==> src/rtl/updown_counter.sv <==
// Parametrised up/down counter with range bounds, clear, clamped load and wrap/saturate terminal handling.
// Embedded assertions and covers check stepping, range, reset and terminal-pulse behaviour.
module updown_counter #(
  parameter int unsigned     WIDTH    = 8,
  parameter longint unsigned MIN_VAL  = 0,
  parameter longint unsigned MAX_VAL  = (64'd1 << WIDTH) - 64'd1,
  parameter longint unsigned RST_VAL  = 0,
  parameter bit              SATURATE = 1'b0
) (
  input  logic             clk,
  input  logic             rst_n,
  input  logic             en,
  input  logic             dir,
  input  logic             clr,
  input  logic             load,
  input  logic [WIDTH-1:0] load_val,
  output logic [WIDTH-1:0] cnt,
  output logic             at_max,
  output logic             at_min,
  output logic             term
);

  generate
    if (WIDTH < 1 || WIDTH > 32) begin : g_badWidth
      $error("updown_counter: WIDTH must be 1..32");
    end
    if (!(MIN_VAL < MAX_VAL) || MAX_VAL > ((64'd1 << WIDTH) - 64'd1)) begin : g_badRange
      $error("updown_counter: need MIN_VAL < MAX_VAL <= 2**WIDTH-1");
    end
    if (RST_VAL < MIN_VAL || RST_VAL > MAX_VAL) begin : g_badRst
      $error("updown_counter: RST_VAL outside [MIN_VAL, MAX_VAL]");
    end
  endgenerate

  localparam logic [WIDTH:0]   C_MIN_X = (WIDTH+1)'(MIN_VAL);
  localparam logic [WIDTH:0]   C_MAX_X = (WIDTH+1)'(MAX_VAL);
  localparam logic [WIDTH:0]   C_RST_X = (WIDTH+1)'(RST_VAL);
  localparam logic [WIDTH:0]   C_ONE_X = (WIDTH+1)'(1);
  localparam logic [WIDTH-1:0] C_MIN   = C_MIN_X[WIDTH-1:0];
  localparam logic [WIDTH-1:0] C_MAX   = C_MAX_X[WIDTH-1:0];
  localparam logic [WIDTH-1:0] C_RST   = C_RST_X[WIDTH-1:0];

  logic [WIDTH-1:0] r_cnt;
  logic             r_term;

  logic [WIDTH:0]   w_cntX;
  logic [WIDTH:0]   w_lvX;
  logic [WIDTH:0]   w_nextX;
  logic             w_nextTerm;
  logic             w_atMax;
  logic             w_atMin;
  logic             w_lvAbove;
  logic             w_lvBelow;
  logic             w_stepEvt;
  logic             w_termEvt;

  assign w_cntX    = {1'b0, r_cnt};
  assign w_lvX     = {1'b0, load_val};
  assign w_atMax   = (r_cnt == C_MAX);
  assign w_atMin   = (r_cnt == C_MIN);
  // The +1 form keeps the below-minimum test meaningful when MIN_VAL is zero.
  assign w_lvAbove = (w_lvX > C_MAX_X);
  assign w_lvBelow = ((w_lvX + C_ONE_X) <= C_MIN_X);
  assign w_termEvt = en && !clr && !load && (dir ? w_atMax : w_atMin);
  assign w_stepEvt = en && !clr && !load && !(dir ? w_atMax : w_atMin);

  always_comb begin
    w_nextX    = w_cntX;
    w_nextTerm = 1'b0;
    if (clr) begin
      w_nextX = C_RST_X;
    end else if (load) begin
      if (w_lvAbove)      w_nextX = C_MAX_X;
      else if (w_lvBelow) w_nextX = C_MIN_X;
      else                w_nextX = w_lvX;
    end else if (en) begin
      if (w_termEvt) begin
        w_nextTerm = 1'b1;
        if (!SATURATE) w_nextX = dir ? C_MIN_X : C_MAX_X;
      end else begin
        w_nextX = dir ? (w_cntX + C_ONE_X) : (w_cntX - C_ONE_X);
      end
    end
  end

  always_ff @(posedge clk or negedge rst_n) begin
    if (!rst_n) begin
      r_cnt  <= C_RST;
      r_term <= 1'b0;
    end else begin
      r_cnt  <= w_nextX[WIDTH-1:0];
      r_term <= w_nextTerm;
    end
  end

  assign cnt    = r_cnt;
  assign term   = r_term;
  assign at_max = w_atMax;
  assign at_min = w_atMin;

  a_step: assert property (@(posedge clk) disable iff (!rst_n)
    w_stepEvt |=> cnt == ($past(dir) ? WIDTH'($past(cnt) + 1'b1) : WIDTH'($past(cnt) - 1'b1)));
  // The carry bit of the next-state word must never be set, i.e. nothing escapes the range.
  a_range: assert property (@(posedge clk) disable iff (!rst_n)
    ((w_cntX + C_ONE_X) > C_MIN_X) && (w_cntX <= C_MAX_X) && !w_nextX[WIDTH]);
  a_known: assert property (@(posedge clk) disable iff (!rst_n) !$isunknown(cnt));
  a_reset: assert property (@(posedge clk) !rst_n |=> cnt == C_RST);
  a_term:  assert property (@(posedge clk) disable iff (!rst_n) term |-> $past(w_termEvt));

  c_step:  cover property (@(posedge clk) disable iff (!rst_n) w_stepEvt);
  c_range: cover property (@(posedge clk) disable iff (!rst_n) w_atMax || w_atMin);
  c_known: cover property (@(posedge clk) disable iff (!rst_n) !$isunknown(cnt));
  c_reset: cover property (@(posedge clk) !rst_n ##1 rst_n);
  c_term:  cover property (@(posedge clk) disable iff (!rst_n) term);

endmodule

==> config.mk <==
export PLATFORM = sky130hd
export DESIGN_NAME = updown_counter
export DESIGN_NICKNAME = d
export VERILOG_FILES = /design/src/rtl/updown_counter.sv
export SDC_FILE = /design/constraint.sdc
export NUM_CORES = 1
export LEC_CHECK = 0
export ABC_AREA = 0
export CORE_MARGIN = 8
export CORE_UTILIZATION = 50
export CTS_CLUSTER_DIAMETER = 50
export CTS_CLUSTER_SIZE = 28
export DETAILED_ROUTE_END_ITERATION = 7
export PLACE_DENSITY_LB_ADDON = 0.1
export SLEW_MARGIN = 15
export SYNTH_ARGS = -nofsm -noshare
export SYNTH_HDL_FRONTEND = slang
export SYNTH_SLANG_ARGS = --single-unit
==> constraint.sdc <==
create_clock -name clk -period 6.6 [get_ports clk]
set_clock_uncertainty 0.05 [all_clocks]
set_input_delay 1.32 -clock clk [delete_from_list [all_inputs] [get_ports clk]]
set_output_delay 1.32 -clock clk [all_outputs]
set_load 0.01 [all_outputs]
* Word level (Yosys, flattened, before mapping) *
Cells that the tools add are included.
Widths: inputs -> output; s select.

word-level totals
  input port bits = 14
  register bits after elaboration = 9
  logic and storage cells = 28
  output and inout bits = 11

cells by class
  reduce and logical (&&, ||, !) cells = 7
  equality and inequality tests = 1
  order comparisons = 2
  mux-type cells = 13
  add/sub/neg operators = 3

operator list
  operator             number
  $mux 8               8
  $add 8x1->9 const B  1
  $le 9x1->1 const B   1
  $add 8x1->8 const B  1
  $eq 8x8->1 const B   1
  $gt 8x8->1 const B   1
  $logic_not 8->1      1
  $sub 8x1->8 const B  1
  $mux 1               5
  $logic_and 1x1->1    3
  $reduce_bool 3->1    1
  $logic_not 1->1      2

* Depth between registers and ports, before layout *
  word-level depth = 8
  depth in mapped cells = 8
  depth with buffers taken out = 8

* Worst setup path after synthesis *
Ideal clock, no wire load.

  path kind = input-to-reg
  start point = input port dir
  end point = register r_cnt[6], in the netlist cnt[6]
  stages = 8
  data required time = 6.485 ns
  buffers on the path = 0
  setup slack = 3.420 ns
  data arrival time = 3.065 ns
  path through = inv_1 -> ha_1 -> nor2b_1 -> o31a_1 -> or4_1 -> o311a_1 -> o32ai_1 -> a31o_2

between the ends
  cells in the longest elaborated chain, start to end = 6
  elaborated cells between the ends (all ways) = 8
  classes of those cells = 7 x mux; 1 x reduce/logical

ends and longest elaborated chain
  element                 line  source
  start: declaration      13    input logic dir,
  $mux 1                  -
  $logic_and 1x1->1       64    assign w_termEvt = en && !clr && !load && (dir ? w_atMax : w_atMin);
  $mux 8 (*)              77    if (w_termEvt) begin
  $mux 8 (*)              76    end else if (en) begin
  $mux 8 (*)              72    end else if (load) begin
  $mux 8 (*)              70    if (clr) begin
  end signal: assignment  91    r_cnt <= w_nextX[WIDTH-1:0];
  end: declaration        43    logic [WIDTH-1:0] r_cnt;

Every way passes the cells marked *; elsewhere a longest branch is shown, timed or not. The select of a mux whose other input is x is not followed.
A chain may end at the register's enable or synchronous reset.

* Worst setup path in the final report *
Same ends and word-level chain as after synthesis.

==> results.md <==
* Number of CTS-inserted buffers at 3
* F_max at 255 MHz
* Via count at 959
* Layout cells sized above 1 at 0.0593
* Rel. slew slack at 0.597
* Number of synthesized flops with an enable pin at 0
* Placed cell area at 0.00112 mm²
* Arrival @ worst endpoint at 4.09 ns
* Top FF cell, synth: dfrtp_1
* Routed WL per cell at 17.4 µm
* Mapped Area at 876 µm²
* Cells after synthesis at 110
* Top Family by Delay on Critical Path: buffers and inverters
* Pre-CTS WS at 2.42 ns
* CP cell instances: clkdlybuf4s50_1, inv_1, ha_1, nor2b_1, o31a_1, or4_1, o311a_1, o32ai_1, a31o_2
* Slowest cell on crit path: clkdlybuf4s50_1
* CP Capture Type: flop
* Pwr Density at 170 mW/mm²
* Capturing point of the worst reg2reg path: cnt[4]
* Synth Register Bits at 9
* Post-Route WL at 2650 µm
* Die X at 57.9 µm
* Setup crit start kind: input port
* Final hold vios at 0
* Initial core utilization at 0.519
* DR vias/cell at 6.31
* Seq pwr share at 0.342
* Die height at 57.9 µm
* Ant. Diodes at 0
* Req. time, crit path at 6.76 ns
* Vias in the first global route at 1016
* Yosys top cell by area: dfrtp_1
* Int Power at 125 µW
* TritonCTS clock tree: yes
* Clk pwr share at 0.225
* Tightest Pin Transition at 0.603 ns
* Top-area cell type share of the netlist area at 0.257
* Post-DP HPWL at 1960 µm
* First-pass GRT wire length at 4460 µm
* Crit path largest cell delay at 0.71 ns
* Setup slack after layout at 2.68 ns
* Post-CTS sizing at 0
* GRT Total Usage at 0.166
* Status: finished, final reports clean
* Worst-path maximum fanout at 10
* Distinct cell type count after synthesis at 40
* WS Path Type: in -> reg
* R2R cell count at 6
* CORE AREA at 0.00169 mm²
* TNS Setup at 0 ns
* Reg-to-Reg Start: cnt[5]
* Ys Warns at 0
* GPL Wtd Cong at 0.890
* Maxcap violations at 0
* Placed Instances at 148
* Tmin final at 3.92 ns
* R2R setup slack at 4.27 ns
* Htree depth at 1
* CTS Root Cell: clkbuf_4
* I/O Buffers at 24
* Clk slew on worst S/H paths at 0.07 ns
* Seq/Total Area, Yosys at 0.257
* Combinational Power Share at 0.433
* Pleak at 0.490 nW
* Crit path buf inv count at 2
* Cts hold-fix bufs at 0
* Post-DRT Antenna Nets at 0
* Stages on the worst setup path at 9
* Max-slew violations at 0
* I/O Pins at 25
* Post-synthesis area per instance at 7.96 µm²
* Cell Rows at 15
* Synth area leaders: dfrtp_1 26%, ha_1 8.6%, a21oi_1 6.3%, nor2_1 4.7%, inv_1 3.9%
* Initial antenna violation count at 0
* Final setup vio count at 0
* Final #Nets at 157
* Worst setup startpoint: dir
* Area growth, synth to finish at 31.4%
* Total Die Area at 0.00335 mm²
* P_sw at 70.1 µW
* Period utilisation layout at 0.595
* Postcts setup bufs at 0
* Worst-Skew Late Latency at 0.27 ns
* # DRC at 0
* Clock buffer depth at 2
* Num Clock Sinks at 9
* FFs w/ async S/R, synth at 1.00
* Post-Syn Nets at 131
* DR iter-0 viols at 31
* Fin util at 0.681
* Sw Ratio at 0.359
* Unrepaired setup endpoints after global routing: false
* Post-Layout Inst Area at 0.00115 mm²
* Maximum vdd drop at 0.116 mV
* Drt pass-1 iters at 4
* Setup crit end: cnt[6]
* Fin cells at 152
* Remaining Overflow, GRT at 0
* Largest net degree at the start of global routing at 15
* Min-Delay Path Class: reg -> reg
routing by layer:
layer | up-vias | track usage | wire [µm]
li1 | 458 | - | -
met2 | 45 | 0.285 | 1260
met1 | 452 | 0.187 | 1190
met4 | 0 | 0.0594 | 36
met5 | - | 0 | 0
met3 | 4 | 0.0508 | 164
sequential cells by signal (all words and copies together), names as in the netlist:
name  flops
term      1
cnt       8
cell usage after synthesis, drive strengths merged, types with 2 or more instances:
library cell and instances:
a21oi 11, nor2 11, dfrtp 9, inv 9, nand2 7, o21ai 7
ha 6, nor3 6, or3 4, nor2b 3, or4 3, xnor2 3
a22oi 2, clkbuf 2, nand3 2, nand4 2, o21a 2
power by group through the flow:
stage,clock network (mW),logic (mW),registers (mW)
after floorplan,0,0.0503,0.0679
after global placement,0,0.0809,0.0677
after detailed placement,0,0.0831,0.0677
after CTS,0.0444,0.0840,0.0668
after global routing,0.0486,0.0936,0.0677
final,0.0440,0.0846,0.0670
worst min-delay path, stage by stage, from the launching register on:
cell	delay, ns
dfrtp_1	0.47
xor2_1	0.10
nand2_1	0.06
a21oi_1	0.05
worst min-delay path by stage:
stage / start / end / slack, ns / depth (start not counted)
after floorplan: cnt[0] / cnt[0] / 0.63 / 3
after global placement: cnt[0] / cnt[0] / 0.63 / 3
after detailed placement: cnt[0] / cnt[0] / 0.66 / 3
after CTS: cnt[0] / cnt[0] / 0.67 / 3
after global routing: cnt[2] / cnt[2] / 0.72 / 3
final: cnt[0] / cnt[0] / 0.67 / 3
placed cells by master (no fill, tap or decap), types with 2 or more instances in the layout:
master / instances
clkdlybuf4s50_1: 24
o21a_1: 2
or3_1: 4
nand3_1: 2
nand4_1: 2
ha_1: 6
nor2_1: 11
inv_1: 9
nand2_1: 7
nor3_1: 6
o21ai_0: 6
or4_1: 2
a21oi_1: 11
dfrtp_1: 9
a22oi_1: 2
nor2b_1: 3
clkbuf_4: 3
xnor2_1: 3
kinds of logic after synthesis:
kind of cell               synth area share
and+or+nand+nor                       0.289
adders and majority gates             0.109
DFF                                   0.257
xor gates and xnor gates             0.0400
AOI/OAI and AO/OA                     0.253
buffers and inverters                0.0529
stage by stage:
stage	total power [mW]	hold WS [ns]
6_report	0.196	0.670
5_1_grt	0.210	0.722
4_1_cts	0.195	0.670
3_5_place_dp	0.151	0.657
3_3_place_gp	0.149	0.627
2_1_floorplan	0.118	0.634
cell type report:
cell class	count	area [µm²]
clock buffers	4	26.3
fillers	147	538
inverters	9	33.8
multi-input cells	89	604
flip-flops and latches	9	225
well taps	17	21.3
repair buffers	24	240
Note: power is estimated with default switching activity, not from simulation.
